$ cat src/rtl/tone_scheduler_pkg.sv
// Shared constants, state encoding and note-word layout for the tone scheduler slice.
package tone_scheduler_pkg;

    localparam int CLK_FRE          = 50_000_000;
    localparam int DEFAULT_TICK_DIV = CLK_FRE / 1000;

    localparam int NOTE_HI = 31;
    localparam int NOTE_LO = 24;
    localparam int VELO_HI = 23;
    localparam int VELO_LO = 16;
    localparam int TIME_HI = 15;
    localparam int TIME_LO = 0;

    localparam int PRESC_W  = 20;
    localparam int REMAIN_W = 16;

    typedef enum logic [1:0] {
        IDLE = 2'd0,
        PLAY = 2'd1,
        GAP  = 2'd2
    } schedState_t;

    typedef struct packed {
        logic [7:0]  note;
        logic [7:0]  velo;
        logic [15:0] timeMs;
    } noteWord_t;

    function automatic noteWord_t unpackWord(input logic [31:0] raw);
        noteWord_t w;
        w.note   = raw[NOTE_HI:NOTE_LO];
        w.velo   = raw[VELO_HI:VELO_LO];
        w.timeMs = raw[TIME_HI:TIME_LO];
        return w;
    endfunction

endpackage

$ cat src/rtl/tone_scheduler_if.sv
// Requester-side valid/ready bus carrying one 32-bit note word per requester.
interface tone_scheduler_if #(
    parameter int NUM_REQ = 4
);
    logic [NUM_REQ-1:0]    req_valid;
    logic [32*NUM_REQ-1:0] req_data;
    logic [NUM_REQ-1:0]    req_ready;

    modport master (output req_valid, output req_data, input req_ready);
    modport slave  (input req_valid, input req_data, output req_ready);
endinterface

$ cat src/rtl/tone_scheduler_prio_enc.sv
// Lowest-index-wins one-hot grant and binary index over a masked request vector.
module tone_prio_enc #(
    parameter int NUM_REQ = 4,
    parameter int OWN_W   = 2
) (
    input  logic [NUM_REQ-1:0] req,
    input  logic [NUM_REQ-1:0] mask,
    output logic [NUM_REQ-1:0] grantOh,
    output logic [OWN_W-1:0]   grantIdx,
    output logic               grantAny
);
    logic [NUM_REQ-1:0] eligible;

    assign eligible = req & mask;
    assign grantAny = |eligible;

    always_comb begin
        // NOTE: defaults first so every path assigns every output and no latch is inferred.
        grantOh  = '0;
        grantIdx = '0;
        // Scan from the top down so the lowest eligible index is the last writer.
        for (int i = NUM_REQ - 1; i >= 0; i--) begin
            if (eligible[i]) begin
                grantOh    = '0;
                grantOh[i] = 1'b1;
                grantIdx   = OWN_W'(i);
            end
        end
    end
endmodule

$ cat src/rtl/tone_scheduler.sv
// Fixed-priority buzzer scheduler: grants note words, times them in ms ticks, optional gap.
// Build option: define TONE_SCHED_PREEMPT_EN to let a lower-index requester preempt a note or gap.
module tone_scheduler
    import tone_scheduler_pkg::*;
#(
    parameter int NUM_REQ  = 4,
    parameter int TICK_DIV = DEFAULT_TICK_DIV,
    parameter int GAP_MS   = 0,
    parameter int OWN_W    = 2
) (
    input  logic                 clk,
    input  logic                 rstn,
    tone_scheduler_if.slave      reqBus,
    input  logic                 abort,
    output logic [7:0]           tone_note,
    output logic [7:0]           tone_velo,
    output logic                 tone_en,
    output logic                 busy,
    output logic [OWN_W-1:0]     owner,
    output logic [NUM_REQ-1:0]   done
);
    localparam logic [PRESC_W-1:0]  TICK_LAST = PRESC_W'(TICK_DIV - 1);
    localparam logic [REMAIN_W-1:0] GAP_LOAD  = REMAIN_W'(GAP_MS);

    schedState_t          state;
    logic [PRESC_W-1:0]   prescaler;
    logic [REMAIN_W-1:0]  remain;
    logic [NUM_REQ-1:0]   prioMask;
    logic [NUM_REQ-1:0]   grantOh;
    logic [NUM_REQ-1:0]   ownerOh;
    logic [OWN_W-1:0]     grantIdx;
    logic                 grantAny;
    logic                 xfer;
    logic                 tick;
    noteWord_t            word;

`ifdef TONE_SCHED_PREEMPT_EN
    // Outside IDLE only indices strictly below the current owner may win.
    always_comb begin
        prioMask = '1;
        if (state != IDLE) begin
            for (int i = 0; i < NUM_REQ; i++) begin
                prioMask[i] = (i < int'(owner));
            end
        end
    end
`else
    assign prioMask = (state == IDLE) ? '1 : '0;
`endif

    tone_prio_enc #(
        .NUM_REQ (NUM_REQ),
        .OWN_W   (OWN_W)
    ) uPrioEnc (
        .req      (reqBus.req_valid),
        .mask     (prioMask),
        .grantOh  (grantOh),
        .grantIdx (grantIdx),
        .grantAny (grantAny)
    );

    assign xfer             = grantAny & ~abort;
    assign reqBus.req_ready = xfer ? grantOh : '0;
    assign tick             = (prescaler == TICK_LAST);
    assign ownerOh          = NUM_REQ'(1) << owner;

    always_comb begin
        word = '0;
        for (int i = 0; i < NUM_REQ; i++) begin
            if (grantOh[i]) word = unpackWord(reqBus.req_data[32*i +: 32]);
        end
    end

    always_ff @(posedge clk or negedge rstn) begin
        if (!rstn) begin
            state     <= IDLE;
            prescaler <= '0;
            remain    <= '0;
            tone_note <= '0;
            tone_velo <= '0;
            tone_en   <= 1'b0;
            busy      <= 1'b0;
            owner     <= '0;
            done      <= '0;
        end else begin
            // NOTE: non-blocking throughout so every decision uses pre-edge register values.
            done <= '0;
            if (xfer) begin
                owner     <= grantIdx;
                tone_velo <= word.velo;
                prescaler <= '0;
                if (word.timeMs == '0) begin
                    // Zero-length word is consumed without ever entering PLAY.
                    state     <= IDLE;
                    busy      <= 1'b0;
                    remain    <= '0;
                    tone_note <= '0;
                    tone_en   <= 1'b0;
                    done      <= grantOh;
                end else begin
                    state     <= PLAY;
                    busy      <= 1'b1;
                    remain    <= word.timeMs;
                    tone_note <= word.note;
                    tone_en   <= (word.note != '0);
                end
            end else if (state != IDLE) begin
                if (abort) begin
                    state     <= IDLE;
                    busy      <= 1'b0;
                    remain    <= '0;
                    prescaler <= '0;
                    tone_note <= '0;
                    tone_en   <= 1'b0;
                end else if (tick) begin
                    prescaler <= '0;
                    if (remain == REMAIN_W'(1)) begin
                        tone_note <= '0;
                        tone_en   <= 1'b0;
                        if (state == PLAY) done <= ownerOh;
                        if (state == PLAY && GAP_MS != 0) begin
                            state  <= GAP;
                            busy   <= 1'b1;
                            remain <= GAP_LOAD;
                        end else begin
                            state  <= IDLE;
                            busy   <= 1'b0;
                            remain <= '0;
                        end
                    end else begin
                        remain <= remain - 1'b1;
                    end
                end else begin
                    prescaler <= prescaler + 1'b1;
                end
            end
        end
    end
endmodule

$ cat src/flat_wrapper.sv
// flat-port wrapper written by rule: the top's interface ports become plain ports
module tone_scheduler_flat import tone_scheduler_pkg::*;
#(
    parameter int NUM_REQ  = 4,
    parameter int TICK_DIV = DEFAULT_TICK_DIV,
    parameter int GAP_MS   = 0,
    parameter int OWN_W    = 2
)
  (clk, rstn, abort, tone_note, tone_velo, tone_en, busy, owner, done, reqBus_req_valid, reqBus_req_data, reqBus_req_ready);
  tone_scheduler_if #(.NUM_REQ(NUM_REQ)) reqBus_i ();
  input  logic clk;
  input  logic rstn;
  input  logic abort;
  output logic [7:0] tone_note;
  output logic [7:0] tone_velo;
  output logic tone_en;
  output logic busy;
  output logic [OWN_W-1:0] owner;
  output logic [NUM_REQ-1:0] done;
  input wire logic [$bits(reqBus_i.req_valid)-1:0] reqBus_req_valid;
  input wire logic [$bits(reqBus_i.req_data)-1:0] reqBus_req_data;
  output wire logic [$bits(reqBus_i.req_ready)-1:0] reqBus_req_ready;
  assign reqBus_i.req_valid = reqBus_req_valid;
  assign reqBus_i.req_data = reqBus_req_data;
  assign reqBus_req_ready = reqBus_i.req_ready;
  tone_scheduler #(.NUM_REQ(NUM_REQ), .TICK_DIV(TICK_DIV), .GAP_MS(GAP_MS), .OWN_W(OWN_W)) u_core (.clk(clk), .rstn(rstn), .reqBus(reqBus_i), .abort(abort), .tone_note(tone_note), .tone_velo(tone_velo), .tone_en(tone_en), .busy(busy), .owner(owner), .done(done));
endmodule
$ cat config.mk
export PLATFORM = sky130hd
export DESIGN_NAME = tone_scheduler_flat
export DESIGN_NICKNAME = d
export VERILOG_FILES = /design/src/rtl/tone_scheduler_pkg.sv /design/src/rtl/tone_scheduler_if.sv /design/src/rtl/tone_scheduler_prio_enc.sv /design/src/rtl/tone_scheduler.sv /design/src/flat_wrapper.sv
export SDC_FILE = /design/constraint.sdc
export NUM_CORES = 1
export LEC_CHECK = 0
export ABC_AREA = 1
export BUFFER_PORTS_ARGS = -buffer_cell sky130_fd_sc_hd__buf_4
export CORE_MARGIN = 8
export CORE_UTILIZATION = 45
export DETAILED_ROUTE_END_ITERATION = 6
export GPL_TIMING_DRIVEN = 0
export HOLD_SLACK_MARGIN = 0.03
export PLACE_DENSITY = 0.74
export SLEW_MARGIN = 40
export SYNTH_ARGS = -nofsm -noshare
export SYNTH_HDL_FRONTEND = slang
export SYNTH_SLANG_ARGS = --single-unit
$ cat constraint.sdc
create_clock -name clk -period 2.21 [get_ports clk]
set_input_delay 0.1105 -clock clk [delete_from_list [all_inputs] [get_ports clk]]
set_output_delay 0.1105 -clock clk [all_outputs]
set_load 0.05 [all_outputs]
==> impl_metrics.env <==
export IMPL_outcome="finished, final reports clean"
export IMPL_core_mm2=0.00928
export IMPL_synth_top_family_by_area="simple AND/OR/NAND/NOR gates"
export IMPL_clock_latency_ps=350
export IMPL_worstMarginPinSlew_ps=755
export IMPL_clockRootBuffer="clkbuf_8"
export IMPL_cts_tree="built"
export IMPL_min_from="reqBus_req_data[81]"
export IMPL_synth_simple_gate_area_share_pct=40.7
export IMPL_clkSinkCount=60
export IMPL_tns_ps=0
export IMPL_clk_pin_slew_worst_paths_ps=70
export IMPL_drt_total_wl_mm=15.6
export IMPL_grt_pass1_vias=5120
export IMPL_drt_pass1_iter_count=5
export IMPL_synth_seq_area_share_pct=34.8
export IMPL_dp_cells=974
export IMPL_ys_flop_type="dfrtp_1"
export IMPL_antenna_left=0
export IMPL_setup_viol=0
export IMPL_n_antenna_cell=0
export IMPL_hp_class="in -> reg"
export IMPL_synth_seq_cells=60
export IMPL_crit_path_start_kind="flop"
export IMPL_drive_above_1_share_pct=26.1
export IMPL_netlist_instances=683
export IMPL_dpl_cell_area_mm2=0.00569
export IMPL_synth_xor_area_share_pct=2.44
export IMPL_slew_headroom_pct=49.6
export IMPL_crit_start="u_core.state[0]"
export IMPL_grt_pass1_wl_mm=25.1
export IMPL_postSynthAreaPerCell_um2=6.31
export IMPL_path_max_fanout=10
export IMPL_htree_levels=3
export IMPL_crit_arrival_ps=2040
export IMPL_vias=5142
export IMPL_drc=0
export IMPL_synth_top_cell_area_share_pct=34.8
export IMPL_finalInstanceArea_mm2=0.00615
export IMPL_maxSlewViolCount=0
export IMPL_reg2reg_from="u_core.state[0]"
export IMPL_filler_cell_count=854
export IMPL_synthTopCellsByCount="nand2_1 (213), nor2_1 (99), inv_1 (81), nand3_1 (66), dfrtp_1 (60)"
export IMPL_track_usage_pct=24.1
export IMPL_async_flop_share_pct=100
export IMPL_antenna_found_initial=0
export IMPL_hpwl_mm=12.5
export IMPL_io_pins=163
export IMPL_dr_first_iter_drc_count=291
export IMPL_gp_congestion=0.924
export IMPL_max_freq_mhz=464
export IMPL_irDropWorstVdd_uv=413
export IMPL_fin_crit_sh_pct=97.5
export IMPL_grt_ovfl_total=0
export IMPL_die_x_um=114
export IMPL_wl_per_cell_um=15.6
export IMPL_grt_max_degree=61
export IMPL_die_area_mm2=0.0130
export IMPL_row_count=35
export IMPL_synth_compound_area_share_pct=11.0
export IMPL_area_growth_synth_to_final_pct=42.7
export IMPL_ys_types=32
export IMPL_power_density_mw_per_mm2=1050
export IMPL_clk_path_buf_depth=2
export IMPL_synth_area_top_cells="dfrtp_1 (35%), nand2_1 (19%), nor2_1 (8.6%)"
export IMPL_cp_required_ps=2100
export IMPL_numCtsBuffers=9
export IMPL_syn_num_nets=821
export IMPL_critPathCaptureType="primary output"
export IMPL_die_y_um=114
export IMPL_final_cells=1004
export IMPL_drv_cap=0
export IMPL_yosys_area_share_adder_pct=0.871
export IMPL_skew_ps=8.19
export IMPL_viasPerCell=5.12
export IMPL_synth_edf_count=0
export IMPL_initial_core_util_pct=46.4
export IMPL_nNetsFinal=1008
export IMPL_hold_violations=0
export IMPL_muxShareOfSynthArea_pct=0
export IMPL_synth_area_mm2=0.00431
export IMPL_yosysWarningCount=0
export IMPL_period_needed_ps=2150
export IMPL_rsz0062_at_grt="true"
export IMPL_yosys_area_top_type="dfrtp_1"
export IMPL_post_synth_top_count_cell="nand2_1"
export IMPL_port_buffers=162
export IMPL_worstSetupPathType="reg -> out"
export IMPL_p_leak_nw=3.26
placed cells by master, fill, tap and decap left out, types with 3 or more instances in the layout:
cell and instances:
a22o_1 7, nor2_1 92, o21ai_0 26, xor2_1 10, o22ai_1 6, nand2_2 6
dlygate4sd3_1 8, clkbuf_8 13, nand2_1 210, buf_2 7, nand4_1 9, inv_1 80
dfrtp_1 58, ha_1 3, nor2_2 4, a21oi_1 30, nor4_1 3, nor3_1 21
nor2_4 7, buf_4 171, buf_6 4, clkbuf_4 4, nand3_1 65, o211ai_1 7
power breakdown:
part           switching, W  internal (W)  total [W]
sequential         0.000265       0.00139    0.00165
combinational       0.00239       0.00124    0.00363
clock              0.000448      0.000728    0.00118
total               0.00311       0.00336    0.00646
timing repair:
item	in CTS	in global routing
setup endpoints to repair	13	35
pin swaps	0	2
gates resized for setup	10	20
hold buffers	8	0
buffers inserted	0	6
hold endpoints to repair	67	0
metal layers:
metal | routed length [um] | vias to the layer above | global-route usage [%]
met5 | 0 | - | 0
met4 | 299 | 0 | 9.14
met3 | 1190 | 20 | 6.23
li1 | - | 2560 | -
met2 | 7610 | 183 | 40.7
met1 | 6550 | 2379 | 28.7
critical path: stages (launching register included):
cell and delay, ps:
dfrtp_2 480, inv_4 120, o21ai_0 140, nand2_1 110, nand2_1 70, clkbuf_4 200
inv_2 90, clkbuf_8 170, nand2_1 80, inv_1 80, buf_6 160
area by class of cell:
class	count	area (um2)	area share, %
clock buffers	13	169	2.75
inverters	83	314	5.11
flip-flops and latches	60	1500	24.5
repair buffers	176	1350	21.9
well taps	129	161	2.62
plain buffers	21	150	2.44
clock inverters	3	67.6	1.10
multi-input cells	519	2440	39.7
flip-flops by register name, summed over array words and instances (netlist names):
name,count
u_core.prescaler,20
u_core.remain,16
u_core.tone_note,8
u_core.tone_velo,8
u_core.done,4
u_core.owner,2
u_core.state,1
u_core.tone_en,1
path summary, 6_finish.rpt:
check | cells past startpoint | slack (ps) | endpoint
setup / recovery | 10 | 60 | reqBus_req_ready[1]
hold / removal | 3 | 70 | u_core.tone_velo[1]
setup reg to reg | 13 | 130 | u_core.tone_note[6]
hold reg to reg | 2 | 490 | u_core.remain[12]
max in group asynchronous | 2 | 1300 | u_core.prescaler[0]
min in group asynchronous | 2 | 380 | u_core.tone_velo[2]
cells by family after synthesis:
family | count (synthesis)
xor gates and xnor gates | 12
adders and majority gates | 3
AOI/OAI and AO/OA | 82
and+or+nand+nor | 422
buffers and inverters | 104
DFF | 60
through the flow:
| stage | hold WS (ps) | setup slack [ps] | power (W) | utilization (%) |
|---|---|---|---|---|
| finish | 72.7 | 56.0 | 0.00646 | 66.2 |
| detailed placement | 231 | -52.9 | 0.00505 | 61.3 |
| global placement | 224 | -33.1 | 0.00500 | 61.3 |
| global route | 90.7 | -16.3 | 0.00690 | 66.2 |
| CTS | 68.0 | 14.8 | 0.00627 | 65.1 |
| floorplan | -185 | 20.9 | 0.00394 | - |
Note: power is estimated with default switching activity, not from simulation.
